## config.mk

```make
export PLATFORM = sky130hd
export DESIGN_NAME = fifo_reader
export DESIGN_NICKNAME = d
export VERILOG_FILES = /design/src/rtl/fifo_pkg.sv /design/src/rtl/fifo_reader_chk.sv /design/src/rtl/fifo_reader_skid.sv /design/src/rtl/fifo_reader.sv
export SDC_FILE = /design/constraint.sdc
export NUM_CORES = 1
export LEC_CHECK = 0
export ABC_AREA = 1
export CAP_MARGIN = 20
export CORE_ASPECT_RATIO = 0.9
export CORE_MARGIN = 5
export CORE_UTILIZATION = 49
export CTS_BUF_LIST = sky130_fd_sc_hd__clkbuf_8
export DETAILED_ROUTE_END_ITERATION = 12
export GPL_TIMING_DRIVEN = 0
export MAX_ROUTING_LAYER = met4
export PLACE_DENSITY_LB_ADDON = 0.3
export REMOVE_ABC_BUFFERS = 1
export SYNTH_ARGS = -nofsm -noshare
export SYNTH_HDL_FRONTEND = slang
export SYNTH_SLANG_ARGS = --single-unit
```

## constraint.sdc

```tcl
create_clock -name clk -period 2.3 [get_ports clk]
set_input_delay 0.46 -clock clk [delete_from_list [all_inputs] [get_ports clk]]
set_output_delay 0.46 -clock clk [all_outputs]
set_load 0.05 [all_outputs]
```

## src/rtl/fifo_pkg.sv

```systemverilog
// Shared definitions for the synchronous FIFO and its read-side controller.
package fifo_pkg;

  localparam int DEFAULT_WIDTH = 16;
  localparam int DEFAULT_DEPTH = 16;
  localparam int BUF_DEPTH     = 2;
  localparam int BUF_CNT_W     = 2;

  typedef enum logic [1:0] {
    IDLE   = 2'd0,
    ACTIVE = 2'd1,
    FLUSH  = 2'd2
  } rd_state_e;

endpackage

```

## src/rtl/fifo_reader_chk.sv

```systemverilog
// Property checker for fifo_reader: buffer overflow and output hold under backpressure.
module fifo_reader_chk
  import fifo_pkg::*;
#(
  parameter int WIDTH = DEFAULT_WIDTH
) (
  input logic                 clk,
  input logic                 rst_,
  input logic                 flush,
  input logic                 push,
  input logic [BUF_CNT_W-1:0] buf_cnt,
  input logic                 out_valid,
  input logic                 out_ready,
  input logic [WIDTH-1:0]     out_data
);

  a_no_push_when_full: assert property (
    @(posedge clk) disable iff (!rst_) !(push && (buf_cnt == 2'd2))
  );

  a_hold_under_stall: assert property (
    @(posedge clk) disable iff (!rst_)
      (out_valid && !out_ready && !flush) |=> (out_valid && $stable(out_data))
  );

endmodule

```

## src/rtl/fifo_reader_skid.sv

```systemverilog
// Two-entry in-order output buffer; entry 0 is always the head presented downstream.
module fifo_reader_skid
  import fifo_pkg::*;
#(
  parameter int WIDTH = DEFAULT_WIDTH
) (
  input  logic                 clk,
  input  logic                 rst_,
  input  logic                 clear,
  input  logic                 push,
  input  logic                 pop,
  input  logic [WIDTH-1:0]     din,
  output logic [WIDTH-1:0]     head,
  output logic [BUF_CNT_W-1:0] cnt
);

  logic [WIDTH-1:0]     ent0_r;
  logic [WIDTH-1:0]     ent1_r;
  logic [BUF_CNT_W-1:0] cnt_r;

  // Entry storage and occupancy; a simultaneous push/pop keeps the count.
  always_ff @(posedge clk or negedge rst_) begin
    if (!rst_) begin
      ent0_r <= '0;
      ent1_r <= '0;
      cnt_r  <= 2'd0;
    end else if (clear) begin
      ent0_r <= '0;
      ent1_r <= '0;
      cnt_r  <= 2'd0;
    end else begin
      case ({push, pop})
        2'b10: begin
          if (cnt_r == 2'd0) begin
            ent0_r <= din;
          end else begin
            ent1_r <= din;
          end
          cnt_r <= cnt_r + 2'd1;
        end
        2'b01: begin
          ent0_r <= ent1_r;
          cnt_r  <= cnt_r - 2'd1;
        end
        2'b11: begin
          if (cnt_r == 2'd2) begin
            ent0_r <= ent1_r;
            ent1_r <= din;
          end else begin
            ent0_r <= din;
          end
        end
        default: begin
          cnt_r <= cnt_r;
        end
      endcase
    end
  end

  assign head = ent0_r;
  assign cnt  = cnt_r;

endmodule

```

## src/rtl/fifo_reader.sv

```systemverilog
// Read-side controller for the synchronous FIFO: issues reads, hides read latency, frames output.
// Optional build macro FIFO_READER_STATS_EN adds the 32-bit word_count output.
module fifo_reader
  import fifo_pkg::*;
#(
  parameter int WIDTH     = DEFAULT_WIDTH,
  parameter int FRAME_LEN = 4
) (
  input  logic             clk,
  input  logic             rst_,
  input  logic             enable,
  input  logic             flush,
  input  logic             fifo_empty,
  input  logic             fifo_full,
  input  logic             fifo_write,
  output logic             fifo_read,
  input  logic [WIDTH-1:0] fifo_data_out,
  output logic             out_valid,
  input  logic             out_ready,
  output logic [WIDTH-1:0] out_data,
  output logic             out_last,
  output logic             busy
`ifdef FIFO_READER_STATS_EN
  ,
  output logic [31:0]      word_count
`endif
);

  localparam int BEAT_W = (FRAME_LEN > 1) ? $clog2(FRAME_LEN) : 1;
  localparam logic [BEAT_W-1:0] LAST_BEAT = BEAT_W'(FRAME_LEN - 1);
  localparam logic [BEAT_W-1:0] BEAT_ONE  = BEAT_W'(1);

  rd_state_e            state_r;
  rd_state_e            state_nxt_s;
  logic                 inflight_r;
  logic [BEAT_W-1:0]    beat_r;
  logic [BUF_CNT_W-1:0] buf_cnt_s;
  logic [WIDTH-1:0]     head_s;
  logic                 pop_s;
  logic                 push_s;
  logic                 clear_s;
  logic [2:0]           occ_s;

  // Next-state selection; flush outranks enable.
  always_comb begin
    state_nxt_s = state_r;
    case (state_r)
      IDLE: begin
        if (flush) begin
          state_nxt_s = FLUSH;
        end else if (enable) begin
          state_nxt_s = ACTIVE;
        end else begin
          state_nxt_s = IDLE;
        end
      end
      ACTIVE: begin
        if (flush) begin
          state_nxt_s = FLUSH;
        end else if (!enable) begin
          state_nxt_s = IDLE;
        end else begin
          state_nxt_s = ACTIVE;
        end
      end
      FLUSH: begin
        if (!inflight_r && !flush) begin
          state_nxt_s = IDLE;
        end else begin
          state_nxt_s = FLUSH;
        end
      end
      default: begin
        state_nxt_s = IDLE;
      end
    endcase
  end

  // Clearing whenever the next state is FLUSH also drops any word landing from an in-flight read.
  assign clear_s = (state_nxt_s == FLUSH);
  assign push_s  = inflight_r && !clear_s;
  assign pop_s   = out_valid && out_ready;
  assign occ_s   = {1'b0, buf_cnt_s} + {2'b00, inflight_r} - {2'b00, pop_s};

  // Never read during a full-pointer read/write collision: the FIFO would silently drop it.
  assign fifo_read = (state_r == ACTIVE) && !fifo_empty && !(fifo_full && fifo_write)
                     && (occ_s < 3'd2);

  // FSM state and read-latency tracking.
  always_ff @(posedge clk or negedge rst_) begin
    if (!rst_) begin
      state_r    <= IDLE;
      inflight_r <= 1'b0;
    end else begin
      state_r    <= state_nxt_s;
      inflight_r <= fifo_read;
    end
  end

  // Frame position, advanced by each delivered word.
  always_ff @(posedge clk or negedge rst_) begin
    if (!rst_) begin
      beat_r <= '0;
    end else if (clear_s) begin
      beat_r <= '0;
    end else if (pop_s) begin
      beat_r <= (beat_r == LAST_BEAT) ? '0 : (beat_r + BEAT_ONE);
    end else begin
      beat_r <= beat_r;
    end
  end

  fifo_reader_skid #(
    .WIDTH (WIDTH)
  ) u_skid (
    .clk   (clk),
    .rst_  (rst_),
    .clear (clear_s),
    .push  (push_s),
    .pop   (pop_s),
    .din   (fifo_data_out),
    .head  (head_s),
    .cnt   (buf_cnt_s)
  );

  assign out_valid = (buf_cnt_s != 2'd0);
  assign out_data  = head_s;
  assign out_last  = out_valid && (beat_r == LAST_BEAT);
  assign busy      = out_valid || inflight_r || (state_r == FLUSH);

`ifdef FIFO_READER_STATS_EN
  logic [31:0] word_count_r;

  // Delivered-word counter, saturating, cleared by flush.
  always_ff @(posedge clk or negedge rst_) begin
    if (!rst_) begin
      word_count_r <= 32'd0;
    end else if (clear_s) begin
      word_count_r <= 32'd0;
    end else if (pop_s && (word_count_r != 32'hFFFF_FFFF)) begin
      word_count_r <= word_count_r + 32'd1;
    end else begin
      word_count_r <= word_count_r;
    end
  end

  assign word_count = word_count_r;
`endif

  fifo_reader_chk #(
    .WIDTH (WIDTH)
  ) u_chk (
    .clk       (clk),
    .rst_      (rst_),
    .flush     (flush),
    .push      (push_s),
    .buf_cnt   (buf_cnt_s),
    .out_valid (out_valid),
    .out_ready (out_ready),
    .out_data  (out_data)
  );

endmodule

```

* After elaboration in Yosys (flattened, before gate mapping)
Index checks and enable logic that the tools add are counted.
Operators by class: $add $sub $neg 5, $mul 0, div/mod/pow operators 0, $lt $le $gt $ge 1, eq/ne operators 11, shift-type cells 0, multiplexer cells 17, bitwise operators 0, reductions and logical operators 25
Operators by type and width (count):
- $mux 16 | 6
- $pmux 16 s3 | 1
- $pmux 16 s2 | 1
- $eq 2x2->1 const B | 6
- $mux 2 | 6
- $logic_and 1x1->1 | 8
- $pmux 2 s2 | 2
- $ne 3x2->1 const B | 2
- $reduce_bool 3->1 | 2
- $logic_not 1->1 | 5
- $add 2x1->2 const B | 2
- $eq 2x1->1 const B | 2
- $logic_not 2->1 | 2
- $reduce_bool 2->1 | 2
- $reduce_bool 4->1 | 1
- $add 2x1->3 | 1
- $lt 3x2->1 const B | 1
- $ne 3x3->1 const B | 1
- $reduce_and 3->1 | 1
- $sub 3x1->3 | 1
- $logic_or 1x1->1 | 2
- $reduce_and 2->1 | 1
- $reduce_or 2->1 | 1
- $sub 2x1->2 const B | 1
- $mux 1 | 1
Word-level totals: register bits after elaboration 39, latch bits 0, memory bits (writable) 0, ROM bits 0, input bits 24, output and inout port bits 20, logic and storage cells 65, memories kept 0

* Depth between registers and ports, before layout
Gate-level depths: netlist of run 1.
depth in word-level cells 10, depth in mapped cells 10, depth with buffers taken out 9

* Cells and area by module
Synthesis of run 1 repeated with hierarchy kept, for this count alone.
Unflattened totals: cells, all modules 303, area total of the unflattened synthesis 2205.9 sq um
Modules (own cells, without submodules):
- fifo_reader_skid | instances 1, cells each 258, area each 1870.5 sq um, seq. area each 850.8 sq um
- fifo_reader | instances 1, cells each 45, area each 335.3 sq um, seq. area each 125.1 sq um

* Worst setup path before layout of run 1
OpenSTA, ideal clock, no wires.
path type reg-to-output, start point reg u_skid.cnt_r[1] (netlist: u_skid.cnt[1]), end point out fifo_read, arrival 2905 ps, data required time 1840 ps, setup slack -1065 ps, stages on the path, launching flop included 10, buffers on the path 3, path through dfrtp_1 -> buf_6 -> nor2_4 -> nor2_4 -> buf_6 -> buf_2 -> ha_1 -> nor2_1 -> fa_1 -> nor3_1
Between the ends: cells in the longest elaborated chain, start to end 5, elaborated cells on any way between the ends 6, those cells by class 2 x add/sub; 1 x order compare; 3 x reduce/logical
RTL lines:
- start: declaration | line fifo_reader_skid.sv:19 | logic [BUF_CNT_W-1:0] cnt_r;
- start signal: assignment | line fifo_reader_skid.sv:39 | cnt_r <= cnt_r + 2'd1;
- start signal: assignment | line fifo_reader_skid.sv:43 | cnt_r <= cnt_r - 2'd1;
- start signal: assignment | line fifo_reader_skid.sv:54 | cnt_r <= cnt_r;
- branches (longest 2 deep; another with $add 2x1->3)
- $sub 3x1->3 (*) | line fifo_reader.sv:83 | assign occ_s = {1'b0, buf_cnt_s} + {2'b00, inflight_r} - {2'b00, pop_s};
- $lt 3x2->1 (*) | line fifo_reader.sv:87 | && (occ_s < 3'd2);
- $logic_and 1x1->1 (*) | line fifo_reader.sv:87
- end: declaration | line fifo_reader.sv:16 | output logic fifo_read,
Every way passes the cells marked *.

* Final worst setup path of run 1
start point reg u_skid.cnt_r[0] (netlist: u_skid.cnt[0]), end point out fifo_read
Same word-level chain as after synthesis.

==> run summary, run 1 <==
The slew at the pin with the worst max-slew slack is 0.876 ns. The share of synthesized area occupied by flip-flops and latches is 0.419. The number of synthesis warnings came out at 0. The class of the most critical hold timing path is in -> async.

STA classifies the critical path endpoint as an output port. The global placer's final weighted congestion came out at 0.800. Walking the worst path, the cells encountered are nor2_4 -> nor2_4 -> ha_4 -> nor2_4 -> fa_2 -> xnor2_2 -> nor3_4 -> buf_6. The required time at the endpoint of the critical path came out at 1.84 ns. Timing would allow up to 391 MHz. The master cell of the clock root buffer is sky130_fd_sc_hd__clkbuf_8.

For this run, asynchronously set or reset flops after synthesis account for 1.00. The count of standard-cell rows came out at 23. Yosys mapped a number of flops with a built-in enable equal to 0.

OpenSTA, run right after detailed placement, puts the worst setup slack at -1.97 ns. The relative slew slack is 0.415. The pin count of the biggest net entering global routing came out at 31.

The routed design could run at a clock period as short as 2.56 ns. The floorplan step set the die width to 82.7 um. The instance count of the mapped netlist is 314. The most frequent cell on the critical path is sky130_fd_sc_hd__nor2_4. Using the TritonRoute via totals, the vias-per-cell ratio works out to 5.12. The first-pass GRT wire length came out at 9650 um. In this run the power density over the cells is 934 nW/um^2. For this block, wires on met1 add up to 2630 um. The floorplan step defined a die boundary enclosing 6240 sq um. The met2 wirelength from detailed routing is 2670 um. The total wire length after detailed routing came out at 5590 um. The number of antenna violations at the first check in global routing is 0. The I/O pin count came out at 44. The arrival time of data at the critical path endpoint is 2.10 ns. The H-tree was split into 2 levels.

Signal routing reaches up to met4. The worst hold margin is 0.128 ns. The clock passes through at most 2 buffers. The post-synthesis cell area is 2330 sq um. The finished layout holds 417 standard cells, fillers aside. After detailed routing, the met3 layer carries 272 um of wire.

Leaving out fill and tap cells, the most frequent cell in the layout is sky130_fd_sc_hd__nand2_1. CTS saw 39 sinks. The source-to-sink clock delay at the later pin of the worst-skew pair is 0.29 ns. After the last flow step, the layout net total stands at 381.

The number of hold violations in the final report came to 0. The static leakage power is 0.00142 uW. The post-route fraction of the period consumed by the critical path is 1.11. The post-route worst setup slack is -0.259 ns. Setup repair after global routing could not meet its margin everywhere.

In the final layout, the share of cells above drive strength 1 is 0.113. The worst setup skew after layout is 0.00713 ns. After floorplanning, the core was sized to cover 4520 sq um.

The utilization after layout came out at 0.648. The number of buffers added on ports came out at 43. The synthesized netlist contains 26 unique library cells. The detailed router finished its first iteration with 153 violations.

On the critical path, the stage with the largest delay is an instance of sky130_fd_sc_hd__dfrtp_2. After clock tree synthesis, the flow added hold-fix buffers numbering 0. The most frequently used flop master after synthesis is sky130_fd_sc_hd__dfrtp_1. The die span in y came out at 75.4 um.

The number of buffers and inverters on the critical path is 1. A synthesized cell averages 7.42 sq um. The clock input transition at the sequential cells of the worst setup and hold paths is 0.08 ns. The library cells used most frequently in the layout, excluding fill and tap cells, are 95 x sky130_fd_sc_hd__nand2_1, 47 x sky130_fd_sc_hd__nand3_1, 37 x sky130_fd_sc_hd__clkdlybuf4s50_1.

The count of unresolved DRC violations after routing came out at 0. The layout overhead on the synthesized area came out at 25.7%. The instance count after placement with tap cells included is 404. The type of element launching the critical path is a flop.

The run finished, with violations left. Across every metal layer, demand over resource in global routing totals 0.206. The number of iterations in the first detailed-routing pass is 4. In this design, the stage delay of the slowest critical-path cell is 0.46 ns. The final reports fail on setup timing. Grouping stages by cell kind, the critical path spends the most delay in adder cells. The number of endpoints failing setup at the final stage is 1. The number of max-cap violations came out at 0. The largest fanout on the critical path came out at 4. The worst setup path is of the reg -> out kind.

The via count of the first global-routing pass is 2080. The diode insertion count for antenna repair is 0. VDD sags by at most 0.846 mV. The remaining antenna violation count is 0. For this configuration, the core starts out at a cell density of 0.516.

The average wire per standard cell is 13.4 um. The number of max-slew violations in the final report came out at 0. The remaining global-route overflow came out at 0. The post-detailed-placement half-perimeter wirelength is 3550 um. The number of flip-flops and latches in the synthesized netlist came out at 39.

The via total after detailed routing came out at 2133. The clock buffer count from CTS came out at 5. TritonCTS built the clock tree.
-- sequential cells by signal, summed over array words and instances, names as in the netlist --
| register | count |
|---|---|
| inflight_r | 1 |
| u_skid.head | 16 |
| u_skid.ent1_r | 16 |
| u_skid.cnt | 2 |
| state_r | 2 |
| beat_r | 2 |
-- synth_stat cells, types with 2 or more instances --
| cell type | instances | area, sq um |
|---|---|---|
| sky130_fd_sc_hd__nand2_1 | 95 | 357 |
| sky130_fd_sc_hd__nand4_1 | 5 | 31.3 |
| sky130_fd_sc_hd__buf_4 | 5 | 37.5 |
| sky130_fd_sc_hd__buf_6 | 6 | 67.6 |
| sky130_fd_sc_hd__o21ai_0 | 18 | 90.1 |
| sky130_fd_sc_hd__nor2_1 | 28 | 105 |
| sky130_fd_sc_hd__inv_2 | 3 | 11.3 |
| sky130_fd_sc_hd__buf_2 | 5 | 25.0 |
| sky130_fd_sc_hd__nor2_4 | 4 | 45.0 |
| sky130_fd_sc_hd__a21oi_1 | 2 | 10.0 |
| sky130_fd_sc_hd__ha_1 | 2 | 25.0 |
| sky130_fd_sc_hd__nand3_1 | 47 | 235 |
| sky130_fd_sc_hd__nand2_2 | 3 | 18.8 |
| sky130_fd_sc_hd__dfrtp_1 | 39 | 976 |
| sky130_fd_sc_hd__inv_1 | 32 | 120 |
| sky130_fd_sc_hd__o22ai_1 | 10 | 62.6 |
-- path summary, 6_finish.rpt --
path                       cells past startpoint                        start                          end  slack [ns]
setup / recovery                               8    u_skid.cnt[0]$_DFFE_PN0P_                    fifo_read       -0.26
hold / removal                                 1                         rst_  u_skid.head[12]$_DFFE_PN0P_        0.13
setup reg to reg                               8         inflight_r$_DFF_PN0_  u_skid.head[15]$_DFFE_PN0P_        0.36
hold reg to reg                                2  u_skid.head[11]$_DFFE_PN0P_  u_skid.head[11]$_DFFE_PN0P_        0.48
max in group asynchronous                      2                         rst_   u_skid.head[6]$_DFFE_PN0P_        1.70
min in group clk                               2  u_skid.head[11]$_DFFE_PN0P_  u_skid.head[11]$_DFFE_PN0P_        0.48
-- metal layers --
layer,vias to the layer above,track usage
met1,994,0.279
met4,0,0.0544
met5,-,-
met3,2,0.0414
met2,54,0.318
li1,1083,-
-- cell type report --
cell class / instances / area [sq um]
multi-input combinational: 224 / 1140
fill: 401 / 1590
timing repair buffer: 48 / 479
clock inverter: 2 / 35.0
sequential: 39 / 980
clock buffer: 6 / 82.6
inverter: 36 / 138
tap: 62 / 77.6
-- kinds of logic (layout without fill, tap and decap cells) --
logic type               Yosys count  count (layout)  synth area share
AND/OR/NAND/NOR                  187             188             0.364
buffers and inverters             52              92             0.114
flip-flops                        39              39             0.419
AO/OA/AOI/OAI                     32              32            0.0800
adder cells (fa/ha/maj)            3               3            0.0193
XOR/XNOR                           1               1           0.00376
-- where the power goes --
part | switching (uW) | internal (uW) | total [uW]
clock network | 248 | 351 | 599
registers | 72.5 | 787 | 860
logic | 849 | 428 | 1280
total | 1170 | 1570 | 2740
-- repair_timing --
action                                  4_1_cts  5_1_grt
endpoints found under the setup margin        5        1
pin swaps                                     5        6
gates resized for setup                      22        2
setup buffers                                 4        0
cloned                                        1        0
-- through the flow --
stage               cell area [sq um]  total power [uW]  setup TNS [ns]
floorplan                        2200              1670           -2.32
global placement                 2710              2010          -17.32
detailed placement               2730              2030           -7.08
CTS                              2910              2720          -0.281
global route                     2930              2910          -0.336
finish                           2930              2740          -0.259
Note: power is estimated with default switching activity, not from simulation.
==> run 2: changes to the inputs <==
--- a/config.mk
+++ b/config.mk
@@ -8,7 +8,7 @@
 export ABC_AREA = 1
 export CAP_MARGIN = 20
 export CORE_ASPECT_RATIO = 0.9
-export CORE_MARGIN = 5
+export CORE_MARGIN = 3
 export CORE_UTILIZATION = 49
 export CTS_BUF_LIST = sky130_fd_sc_hd__clkbuf_8
 export DETAILED_ROUTE_END_ITERATION = 12
==> run 2 against run 1 <==
Against the previous run:
- the flow still finishes with violations (setup timing)
- non-clock buffer count grew 3
- highest routed layer unchanged
- via count grew 1.6%
- sequential cell count is the same
- utilization grew 0.33 points
- first-iteration DRC count grew 5.2%
- cell count grew 0.72%
- global-route usage grew 2.9 points
- sequential share of layout area shrank 0.17 points
- power grew 1.8%
- clock-buffer cell count is the same
- die area shrank 9.9%
- clock power grew 0.8%
==> run summary, run 2 (synthesis results as in run 1) <==
The number of buffers added on ports is 43 (unchanged). The total wire length after detailed routing came out at 5910 um (was 5590 um). The maximum number of buffers from clock root to sink came out at 2 (unchanged). The via count of the first global-routing pass is 2159 (was 2080). The number of max-cap violations came out at 0 (unchanged). The remaining antenna violation count came out at 0 (unchanged). The number of antenna violations at the first check in global routing is 0 (unchanged). The relative slew slack is 0.409 (was 0.415). The number of cells on the worst reg-to-reg path came to 8 (unchanged).

The startpoint of the worst-slack reg-to-reg timing path is inflight_r$_DFF_PN0_ (unchanged). The worst setup skew after layout came out at 0.00695 ns (was 0.00713 ns). The arrival time of data at the critical path endpoint came to 2.11 ns (was 2.10 ns). The post-route worst setup slack is -0.267 ns (was -0.259 ns). The routed via count divided by cell count is 5.16 (was 5.12). The clock tree from TritonCTS was done (unchanged).

The largest fanout on the critical path came out at 2 (was 4). The master cell of the clock root buffer is sky130_fd_sc_hd__clkbuf_8 (unchanged). The source-to-sink clock delay at the later pin of the worst-skew pair came out at 0.30 ns (was 0.29 ns). The critical path's largest stage delay came out at 0.44 ns (was 0.46 ns).

The clock buffer count from CTS is 5 (unchanged). The layout overhead on the synthesized area came out at 26.3% (was 25.7%). The type of destination of the critical path is an output port (unchanged). Commonest cells after routing, fill and taps aside: 95 x sky130_fd_sc_hd__nand2_1, 47 x sky130_fd_sc_hd__nand3_1, 37 x sky130_fd_sc_hd__clkdlybuf4s50_1 (unchanged). The remaining global-route overflow was 0 (unchanged).

The final-layout setup total negative slack is -0.267 ns (was -0.259 ns). The starting utilization of the core area is 0.516 (unchanged). Worst-path cell chain: nor2_4 -> nor2_4 -> ha_4 -> nor2_4 -> fa_2 -> xnor2_2 -> nor3_4 -> buf_6 (unchanged). The via total after detailed routing came to 2167 (was 2133). The slew at the pin with the worst max-slew slack came out at 0.884 ns (was 0.876 ns). The die span in y came out at 71.4 um (was 75.4 um). The total power came out at 2780 uW (was 2740 uW). The final-layout fill cell count is 396 (was 401).

Violated checks: setup timing (unchanged). The number of DRC markers in iteration 0 came out at 161 (was 153). The number of hold violations in the final report is 0 (unchanged). The post-layout minimum cycle time came out at 2.57 ns (was 2.56 ns). The final design area excluding fillers is 2940 sq um (was 2930 sq um).

The most frequent cell on the critical path is sky130_fd_sc_hd__nor2_4 (unchanged). The clock input transition at the sequential cells of the worst setup and hold paths came out at 0.08 ns (about the same). The register-to-register setup slack came to 0.31 ns (was 0.36 ns). The maximum level of the CTS H-tree is 2 (unchanged). The core outline area is 4520 sq um (unchanged). The maximum VDD drop came out at 0.451 mV (was 0.846 mV).

The most frequent standard cell in the layout excluding fill and tap cells was sky130_fd_sc_hd__nand2_1 (unchanged). The area of all sequential standard cells came out at 980 sq um (unchanged). The number of iterations in the first detailed-routing pass was 4 (unchanged). Status: finished, violations left (unchanged). The area enclosed by the die boundary is 5620 sq um (was 6240 sq um).

The global placer's final weighted congestion is 0.738 (was 0.800). The capture instance of the worst register-to-register path was u_skid.cnt[1]$_DFFE_PN0P_ (was u_skid.head[15]$_DFFE_PN0P_). The average wire per standard cell came out at 14.1 um (was 13.4 um). The setup slack at placement is -2.00 ns (was -1.97 ns). The maximum frequency from static timing analysis is 390 MHz (was 391 MHz). The total cell area at the placement stage came to 2700 sq um (was 2730 sq um). The TritonCTS sink count came out at 39 (unchanged). The layout net count came out at 384 (was 381). The number of endpoints failing setup at the final stage came out at 1 (unchanged). The library cell contributing the largest single delay on the critical path is sky130_fd_sc_hd__dfrtp_2 (unchanged).

The I/O pin count is 44 (unchanged). The floorplan die width is 78.7 um (was 82.7 um). The fraction of layout cells with a size suffix above 1 came out at 0.120 (was 0.113). The type of element launching the critical path is a flop (unchanged). The diode insertion count for antenna repair came out at 0 (unchanged). The post-detailed-placement half-perimeter wirelength was 3430 um (was 3550 um). The class of the most critical hold timing path is in -> async (unchanged). The combined area of the multi-input logic cells came out at 1140 sq um (unchanged).

The first-pass GRT wire length is 9960 um (was 9650 um). The worst hold margin was 0.278 ns (was 0.128 ns). The required time at the endpoint of the critical path came to 1.84 ns (about the same). The count of standard-cell rows is 23 (unchanged).

The global routing usage summed across all routing layers is 0.235 (was 0.206). The total power divided by cell area came out at 946 nW/um^2 (was 934 nW/um^2). RSZ-0062 raised after global routing: yes (unchanged).

The count of unresolved DRC violations after routing came out at 0 (unchanged). The number of buffers inserted for hold repair after clock tree synthesis is 0 (unchanged). The pin count of the biggest net entering global routing is 40 (was 31). The kind of critical path is reg -> out (unchanged). The post-route fraction of the period consumed by the critical path came out at 1.12 (was 1.11). The static leakage power came out at 0.00143 uW (was 0.00142 uW). The number of max-slew violations in the final report was 0 (unchanged).
-- run 2: layout make-up --
type | count | share of cell area
inverter | 36 | 0.0468
sequential | 39 | 0.333
timing repair buffer | 51 | 0.168
multi-input combinational | 224 | 0.386
clock buffer | 6 | 0.0281
tap | 62 | 0.0264
clock inverter | 2 | 0.0119
-- run 2: what timing repair did --
item | 4_1_cts | 5_1_grt
setup buffers | 6 | 2
endpoints found under the setup margin | 6 | 1
endpoints found under the hold margin | 0 | 0
pin swaps | 5 | 6
cloned | 1 | 0
resized for setup | 22 | 2
-- run 2: critical path: cells and delay by family (launching register included) --
family                     cells  cell delay (ns)
DFF                            1             0.44
xor gates and xnor gates       1             0.16
buffers and inverters          1             0.18
and+or+nand+nor                4             0.42
adders and majority gates      2             0.62
-- run 2: per-stage QoR --
step,utilization,cells
2_1_floorplan,-,298
3_3_place_gp,0.599,403
3_5_place_dp,0.598,403
4_1_cts,0.642,418
5_1_grt,0.651,420
6_report,0.651,420
-- run 2: worst max-delay path by stage --
stage                              startpoint         to  slack, ns  cells after the start
floorplan           u_skid.cnt[1]$_DFFE_PN0P_  fifo_read      -1.27                      6
global placement                    out_ready  fifo_read      -1.92                      8
detailed placement                  out_ready  fifo_read      -2.00                      8
CTS                 u_skid.cnt[0]$_DFFE_PN0P_  fifo_read      -0.29                      7
global route        u_skid.cnt[1]$_DFFE_PN0P_  fifo_read      -0.33                      8
finish              u_skid.cnt[1]$_DFFE_PN0P_  fifo_read      -0.27                      8
-- run 2: where the power goes --
group	internal (uW)	switching, uW
clock network	351	252
registers	787	70.7
logic	455	868
-- run 2: layer usage --
| metal | global-route usage | wire, um | share of wire |
|---|---|---|---|
| met3 | 0.0427 | 277 | 0.047 |
| met4 | 0.0971 | 110 | 0.019 |
| met5 | - | 0 | 0 |
| met2 | 0.373 | 2740 | 0.46 |
| met1 | 0.297 | 2780 | 0.47 |
